## config.mk

```make
export PLATFORM = sky130hd
export DESIGN_NAME = pwm_compare_stage_flat
export DESIGN_NICKNAME = d
export VERILOG_FILES = /design/src/rtl/pwm_compare_stage_if.sv /design/src/rtl/pwm_compare_stage.sv /design/src/flat_wrapper.sv
export SDC_FILE = /design/constraint.sdc
export NUM_CORES = 1
export LEC_CHECK = 0
export ABC_AREA = 1
export CAP_MARGIN = 20
export CORE_MARGIN = 2
export CORE_UTILIZATION = 54
export DETAILED_ROUTE_END_ITERATION = 7
export PLACE_DENSITY = 0.88
export SLEW_MARGIN = 10
export SYNTH_ARGS = -nofsm -noshare
export SYNTH_HDL_FRONTEND = slang
export SYNTH_SLANG_ARGS = --single-unit
```

## constraint.sdc

```tcl
create_clock -name clk -period 4.9 [get_ports clk]
set_input_delay 1.225 -clock clk [delete_from_list [all_inputs] [get_ports clk]]
set_output_delay 1.225 -clock clk [all_outputs]
set_load 0.1 [all_outputs]
```

## src/rtl/pwm_compare_stage_if.sv

```systemverilog
// Duty-update handshake between a duty source and the PWM compare stage.
// Pure wiring: no latency.
// duty_ready from the stage throttles the source; data is held until accepted.
interface pwm_compare_stage_if #(
  parameter int WIDTH = 6
);
  logic [WIDTH-1:0] duty_in;
  logic             duty_valid;
  logic             duty_ready;

  modport master (
    output duty_in,
    output duty_valid,
    input  duty_ready
  );

  modport slave (
    input  duty_in,
    input  duty_valid,
    output duty_ready
  );
endinterface

```

## src/rtl/pwm_compare_stage.sv

```systemverilog
// PWM compare stage: compares an upstream count against a period-aligned duty value.
// pwm_out and wrap_pulse are registered, one clock after the count sample.
// duty_ready drops while a shadow duty waits for the next period boundary.
module pwm_compare_stage #(
  parameter int WIDTH = 6
) (
  input  logic             clk,
  input  logic             rst,
  input  logic             en,
  input  logic [WIDTH-1:0] count,
  pwm_compare_stage_if.slave duty_if,
  output logic             pwm_out,
  output logic             wrap_pulse,
  output logic [WIDTH-1:0] active_duty,
  output logic             busy
);

  typedef enum logic [1:0] {
    IDLE  = 2'd0,
    ARM   = 2'd1,
    RUN   = 2'd2,
    DRAIN = 2'd3
  } state_t;

  state_t           state_q, state_d;
  logic [WIDTH-1:0] prev_count_q;
  logic [WIDTH-1:0] active_duty_q;
  logic [WIDTH-1:0] shadow_q;
  logic             shadow_full_q;
  logic             pwm_q;
  logic             wrap_pulse_q;

  logic             wrap;
  logic             xfer;
  logic             run_now;
  logic [WIDTH-1:0] eff_duty;

  // A backwards step of the count marks a period start; this also catches an
  // upstream counter reset mid-period, while a count held at 0 never re-fires.
  assign wrap     = (count < prev_count_q);
  assign duty_if.duty_ready = (state_q == IDLE) | ~shadow_full_q;
  assign xfer     = duty_if.duty_valid & duty_if.duty_ready;
  assign eff_duty = (wrap & shadow_full_q) ? shadow_q : active_duty_q;

  // Next-state logic and the run qualifier for the compare.
  always_comb begin
    state_d = state_q;
    run_now = 1'b0;
    case (state_q)
      IDLE: begin
        if (en) state_d = ARM;
      end
      ARM: begin
        run_now = wrap;
        if (!en)      state_d = IDLE;
        else if (wrap) state_d = RUN;
      end
      RUN: begin
        run_now = 1'b1;
        if (!en) state_d = DRAIN;
      end
      DRAIN: begin
        run_now = ~wrap;
        if (en)        state_d = RUN;
        else if (wrap) state_d = IDLE;
      end
      default: state_d = IDLE;
    endcase
  end

  // State register.
  always_ff @(posedge clk or negedge rst) begin
    if (!rst) state_q <= IDLE;
    else      state_q <= state_d;
  end

  // Count history, duty bookkeeping and registered outputs.
  always_ff @(posedge clk or negedge rst) begin
    if (!rst) begin
      prev_count_q  <= '0;
      active_duty_q <= '0;
      shadow_q      <= '0;
      shadow_full_q <= 1'b0;
      pwm_q         <= 1'b0;
      wrap_pulse_q  <= 1'b0;
    end else begin
      prev_count_q <= count;
      if (state_q == IDLE) begin
        // Nothing is being generated, so a new duty can take effect at once.
        if (xfer) active_duty_q <= duty_if.duty_in;
      end else begin
        if (wrap) begin
          active_duty_q <= eff_duty;
          shadow_full_q <= 1'b0;
        end
        // A capture on the wrap cycle lands in the shadow for the next period.
        if (xfer) begin
          shadow_q      <= duty_if.duty_in;
          shadow_full_q <= 1'b1;
        end
      end
      pwm_q        <= run_now & (count < eff_duty);
      wrap_pulse_q <= wrap & (state_q != IDLE);
    end
  end

  assign pwm_out     = pwm_q;
  assign wrap_pulse  = wrap_pulse_q;
  assign active_duty = active_duty_q;
  assign busy        = (state_q != IDLE);

endmodule

```

## src/flat_wrapper.sv

```systemverilog
// flat-port wrapper written by rule: the top's interface ports become plain ports
module pwm_compare_stage_flat 
#(
  parameter int WIDTH = 6
)
  (clk, rst, en, count, pwm_out, wrap_pulse, active_duty, busy, duty_if_duty_in, duty_if_duty_valid, duty_if_duty_ready);
  pwm_compare_stage_if #(.WIDTH(WIDTH)) duty_if_i ();
  input  logic clk;
  input  logic rst;
  input  logic en;
  input  logic [WIDTH-1:0] count;
  output logic pwm_out;
  output logic wrap_pulse;
  output logic [WIDTH-1:0] active_duty;
  output logic busy;
  input wire logic [$bits(duty_if_i.duty_in)-1:0] duty_if_duty_in;
  input wire logic [$bits(duty_if_i.duty_valid)-1:0] duty_if_duty_valid;
  output wire logic [$bits(duty_if_i.duty_ready)-1:0] duty_if_duty_ready;
  assign duty_if_i.duty_in = duty_if_duty_in;
  assign duty_if_i.duty_valid = duty_if_duty_valid;
  assign duty_if_duty_ready = duty_if_i.duty_ready;
  pwm_compare_stage #(.WIDTH(WIDTH)) u_core (.clk(clk), .rst(rst), .en(en), .count(count), .duty_if(duty_if_i), .pwm_out(pwm_out), .wrap_pulse(wrap_pulse), .active_duty(active_duty), .busy(busy));
endmodule
```

Word level (Yosys, flattened, before mapping)
Cells that the tools add are included.

storage, ports and cells
  input port bits = 16
  word-level logic and storage cells = 47
  output and inout bits = 10
  bits in registers = 23

operators by class
  equal/unequal tests = 8
  reductions and logical operators = 8
  order comparisons = 2
  bitwise operators = 8
  multiplexer cells = 14

operators with widths
  operator                                                count
  2-to-1 mux 6 bit                                        4
  < comparator 6 bit                                      2
  2-to-1 mux 2 bit                                        6
  case mux 2 bit (4 select lines)                         1
  inequality test 3 x 2 -> 1 bit (second input constant)  2
  AND reduction 2 bit                                     3
  nonzero test 2 bit                                      3
  AND 1 bit                                               4
  equality test 2 bit (second input constant)             2
  inequality test 2 bit (second input constant)           2
  AND reduction 4 bit                                     1
  inverter 1 bit                                          3
  case mux 1 bit (3 select lines)                         1
  equality test 2 x 1 -> 1 bit (second input constant)    1
  zero test 2 bit                                         1
  2-to-1 mux 1 bit                                        2
  inequality test 2 x 1 -> 1 bit (second input constant)  1
  OR 1 bit                                                1

Logic depth before layout (Yosys ltp)
  word-level depth = 5
  mapped depth = 15
  mapped depth without buffers = 15

Worst setup path before layout
Ideal clock, no wire load.

  kind = input-to-reg
  from = input count[5]
  to = register u_core.pwm_q, in the netlist u_core.pwm_out
  arrival time = 2.938 ns
  setup time = 0.077 ns
  buffers on the path = 0
  cell stages on the path = 13
  slack = 1.885 ns
  data required time = 4.823 ns
  cell sequence = ha_1 -> nand2_2 -> inv_2 -> a21oi_4 -> nand3_4 -> or2_1 -> o21ai_2 -> ha_1 -> a21oi_1 -> nor2_1 -> a211oi_1 -> nand2_1 -> a21oi_1

on the way
  longest elaborated chain between the ends = 5
  elaborated cells on any way between the ends = 7
  those cells by class = order compare (2); mux (2); bitwise (3)

ends and longest elaborated chain
  item                  line                      RTL
  start, declared       flat_wrapper.sv:11        input logic [WIDTH-1:0] count;
  < comparator 6 bit    pwm_compare_stage.sv:40   assign wrap = (count < prev_count_q);
  AND 1 bit             pwm_compare_stage.sv:43   assign eff_duty = (wrap & shadow_full_q) ? shadow_q : active_duty_q;
  2-to-1 mux 6 bit      pwm_compare_stage.sv:43
  < comparator 6 bit    pwm_compare_stage.sv:102  pwm_q <= run_now & (count < eff_duty);
  AND 1 bit (*)         pwm_compare_stage.sv:102
  end signal, assigned  pwm_compare_stage.sv:102
  end, declared         pwm_compare_stage.sv:30   logic pwm_q;

Mark *: on every way between the ends. The rest lies on a longest branch, timed or not.
A chain may end at the register's enable or synchronous reset.

==> flow_summary_export.csv <==
group,metric,value,unit
synth,synth.yosys.seq_area_share,45.5,%
floorplanning,placementRows,17,
timing,timing_worst_slew_pin_value,0.982,ns
worst_setup_path,critical_path.startpoint_type,"register",
clock_tree,cts_tree,"built",
clock_tree,cts.repair.resized,0,
worst_setup_path,crit_slowest_cell,"clkdlybuf4s50_1",
floorplanning,die_w,52.4,um
final_layout,ant_cells,0,
final_layout,nNetsFinal,205,
timing,post-route-period-util,73.0,%
clock_tree,cts_buffer_depth,2,
clock_tree,clockRootBuffer,"clkbuf_4",
synth,syn_nets,175,
timing,finalWorstPathRequiredPeriod,3.57,ns
worst_setup_path,start_to_end_type_of_the_worst_setup_path,"register to primary output",
floorplanning,dieHeight,52.4,um
final_layout,layout-drive-gt1-share,13.5,%
placement,portBuffers,25,
final_layout,multi_input_gate_area_in_the_final_layout,587,um2
clock_tree,cts-hold-fix-buffers,0,
clock_tree,clkSinkCount,23,
global_route,groute.usage.overall,22.4,%
worst_hold_path,hold_path_startpoint,"u_core.shadow_q[1]",
worst_hold_path,hold_class,"register to register",
worst_setup_path,critical_path.reg2reg.startpoint,"u_core.prev_count_q[3]",
flow_run,drv_cap,0,
synth,post_synth_inst_count,149,
clock_tree,cts.reportedPaths.clkPinSlew,0.12,ns
timing,setup_repair_after_global_routing_missed_its_margin,"no",
worst_setup_path,logic_depth_of_the_worst_register_to_register_path,14,
worst_hold_path,whs_path_depth,2,
detailed_routing,post_drt_wl_per_cell,12.9,um
detailed_routing,totalWireLength,2.67,mm
timing,finClkSkew,0.00624,ns
synth,area_share_of_the_largest_cell_type_after_synthesis,45.5,%
final_layout,num-fill-cells,176,
worst_setup_path,critical_path_peak_fanout,10,
synth,synthTopCellsByArea,"dfrtp_1 (45%), nand2_1 (13%), ha_1 (9.9%)",
clock_tree,worst_skew_pair.late_latency,0.32,ns
synth,synth_seq_cells,23,
floorplanning,fp.dieArea,0.00275,mm2
global_route,vias_in_the_first_global_route,1091,
worst_setup_path,worst_ep_arrival_time,2.35,ns
timing,final.hold.worst_slack,0.496,ns
final_layout,flow.area_growth_from_synthesis,25.4,%
placement,place.detailed.hpwl,2.07,mm
timing,final_max_slew_viol_count,0,
floorplanning,placeableCoreArea,0.00221,mm2
placement,routabilityCongestion,0.890,
floorplanning,io_pins,26,
synth,synthesized_area,0.00127,mm2
detailed_routing,1st_pass_router_iterations,4,
clock_tree,cts_inserted_buffers,3,
global_route,wire_length_of_the_first_global_routing_pass,4.48,mm
clock_tree,post_cts.repair.setup_buffers,0,
synth,synthesis.area_per_instance,8.50,um2
final_layout,seq_area,576,um2
final_layout,stdcell_count,206,
global_route,grt_max_degree,24,
timing,achievable-frequency,280,MHz
detailed_routing,drc_errors,0,
timing,max-slew-margin-rel,34.3,%
timing,hold_viol_final,0,
worst_setup_path,regToRegEndpoint,"u_core.pwm_out",
global_route,number_of_antenna_violations_at_the_first_check_in_global_routing,0,
synth,synth.lib_cells_used.distinct,24,
clock_tree,htree_levels,1,
worst_setup_path,worst_path_required_time,3.67,ns
detailed_routing,initial_drc_count,32,
synth,yosys.area.top_type,"dfrtp_1",
worst_setup_path,end_kind,"primary output",
timing,setup_violations,0,
worst_setup_path,critical_path.cell_chain,"nor2_2 -> inv_2 -> nand2_1 -> clkdlybuf4s50_1",
worst_hold_path,worst_hold_path.endpoint,"u_core.shadow_q[1]",
detailed_routing,ant_nets,0,
timing,fin_setup_tns,0,ns
placement,placed_cells_incl_taps,201,
worst_setup_path,timing.reg2reg.setup_slack,2.57,ns
global_route,grt_remaining_overflow,0,
floorplanning,floorplan.initialDensity,57.2,%
worst_setup_path,critical-path-max-stage-delay,1.12,ns
outcome,status,"complete, no violations",
synth,synthesis.yosys.warnings,0,
detailed_routing,route.vias.total,1047,
detailed_routing,number_of_vias_per_cell_after_detailed_routing,5.08,
final_layout,utilization,71.8,%
==> worst max-delay path: cells and delay by family, from the launching register on <==
family,cells,cell delay [ns]
buffers and inverters,2,1.26
DFF,1,0.46
and+or+nand+nor,2,0.31
==> stage by stage <==
| stage | worst slack [ns] | instance area, um2 |
|---|---|---|
| after CTS | 1.32 | 1570 |
| after detailed placement | 1.16 | 1550 |
| after global routing | 1.25 | 1590 |
| after floorplan | 1.88 | 1270 |
| final | 1.33 | 1590 |
| after global placement | 1.32 | 1550 |
==> flip-flops by register name, summed over array words and instances (netlist names), named ones only <==
name and count:
u_core.active_duty 6, u_core.wrap_pulse 1, u_core.shadow_full_q 1, u_core.pwm_out 1
u_core.shadow_q 6, u_core.state_q 1, u_core.prev_count_q 6
==> placed cells by master (no fill, tap or decap) <==
master	instances
buf_8	1
o22ai_1	1
o21ai_0	10
clkinv_2	1
nand3_1	3
a21oi_1	4
ha_1	10
o21ai_2	5
xnor2_1	1
a211oi_1	1
nand2_1	43
nor2_2	1
or2_1	4
nand4_1	1
nor2_1	4
nand2_2	6
clkbuf_4	3
inv_2	4
clkbuf_1	1
dfrtp_1	23
inv_1	21
mux2_2	1
xor2_1	1
o21ai_1	1
nand3_4	1
a21oi_4	1
clkdlybuf4s50_1	25
==> layout make-up <==
type                       count  share of cell area (%)
tap                           28                    2.21
timing repair buffer          26                    16.7
multi-input combinational     99                    37.0
clock buffer                   4                    1.65
sequential                    23                    36.2
inverter                      26                    6.23
==> worst max-delay path by stage <==
stage | from | to | slack [ns] | cells after the start
floorplan | count[5] | u_core.pwm_out | 1.88 | 13
global placement | count[5] | u_core.pwm_out | 1.32 | 14
detailed placement | count[5] | u_core.pwm_out | 1.16 | 14
CTS | register | duty_if_duty_ready | 1.32 | 4
global route | register | duty_if_duty_ready | 1.25 | 4
finish | register | duty_if_duty_ready | 1.33 | 4
==> synthesized netlist by cell type <==
cell and n:
nand2_2 6, nand3_1 3, o21ai_1 1, nand4_1 1, o22ai_1 1, inv_2 4
nor2_1 4, dfrtp_1 23, inv_1 21, a21oi_4 1, xnor2_1 1, buf_2 1
o21ai_0 10, nor2_2 1, a211oi_1 1, xor2_1 1, mux2_2 1, o21ai_2 5
clkinv_2 1, ha_1 10, nand2_1 43, nand3_4 1, or2_1 4, a21oi_1 4
==> cells by family (layout without fill, tap and decap cells) <==
| kind of cell | count (synthesis) | in the layout | synth area share, % |
|---|---|---|---|
| flops | 23 | 23 | 45.5 |
| xor+xnor | 2 | 2 | 1.38 |
| mux | 1 | 1 | 0.889 |
| simple gates | 63 | 63 | 22.4 |
| compound gates | 23 | 23 | 11.8 |
| fa+ha+maj | 10 | 10 | 9.88 |
| buf+inv | 27 | 56 | 8.20 |
==> metal layers <==
metal / global-route usage (%) / routed length [um]
met5: 0 / 0
met4: 8.12 / 38
met2: 40.6 / 1330
met3: 4.57 / 154
met1: 25.8 / 1140
Power is left out: the tool's default activity adds up to more than one toggle a clock period on the data nets, which glitch-free logic cannot reach.
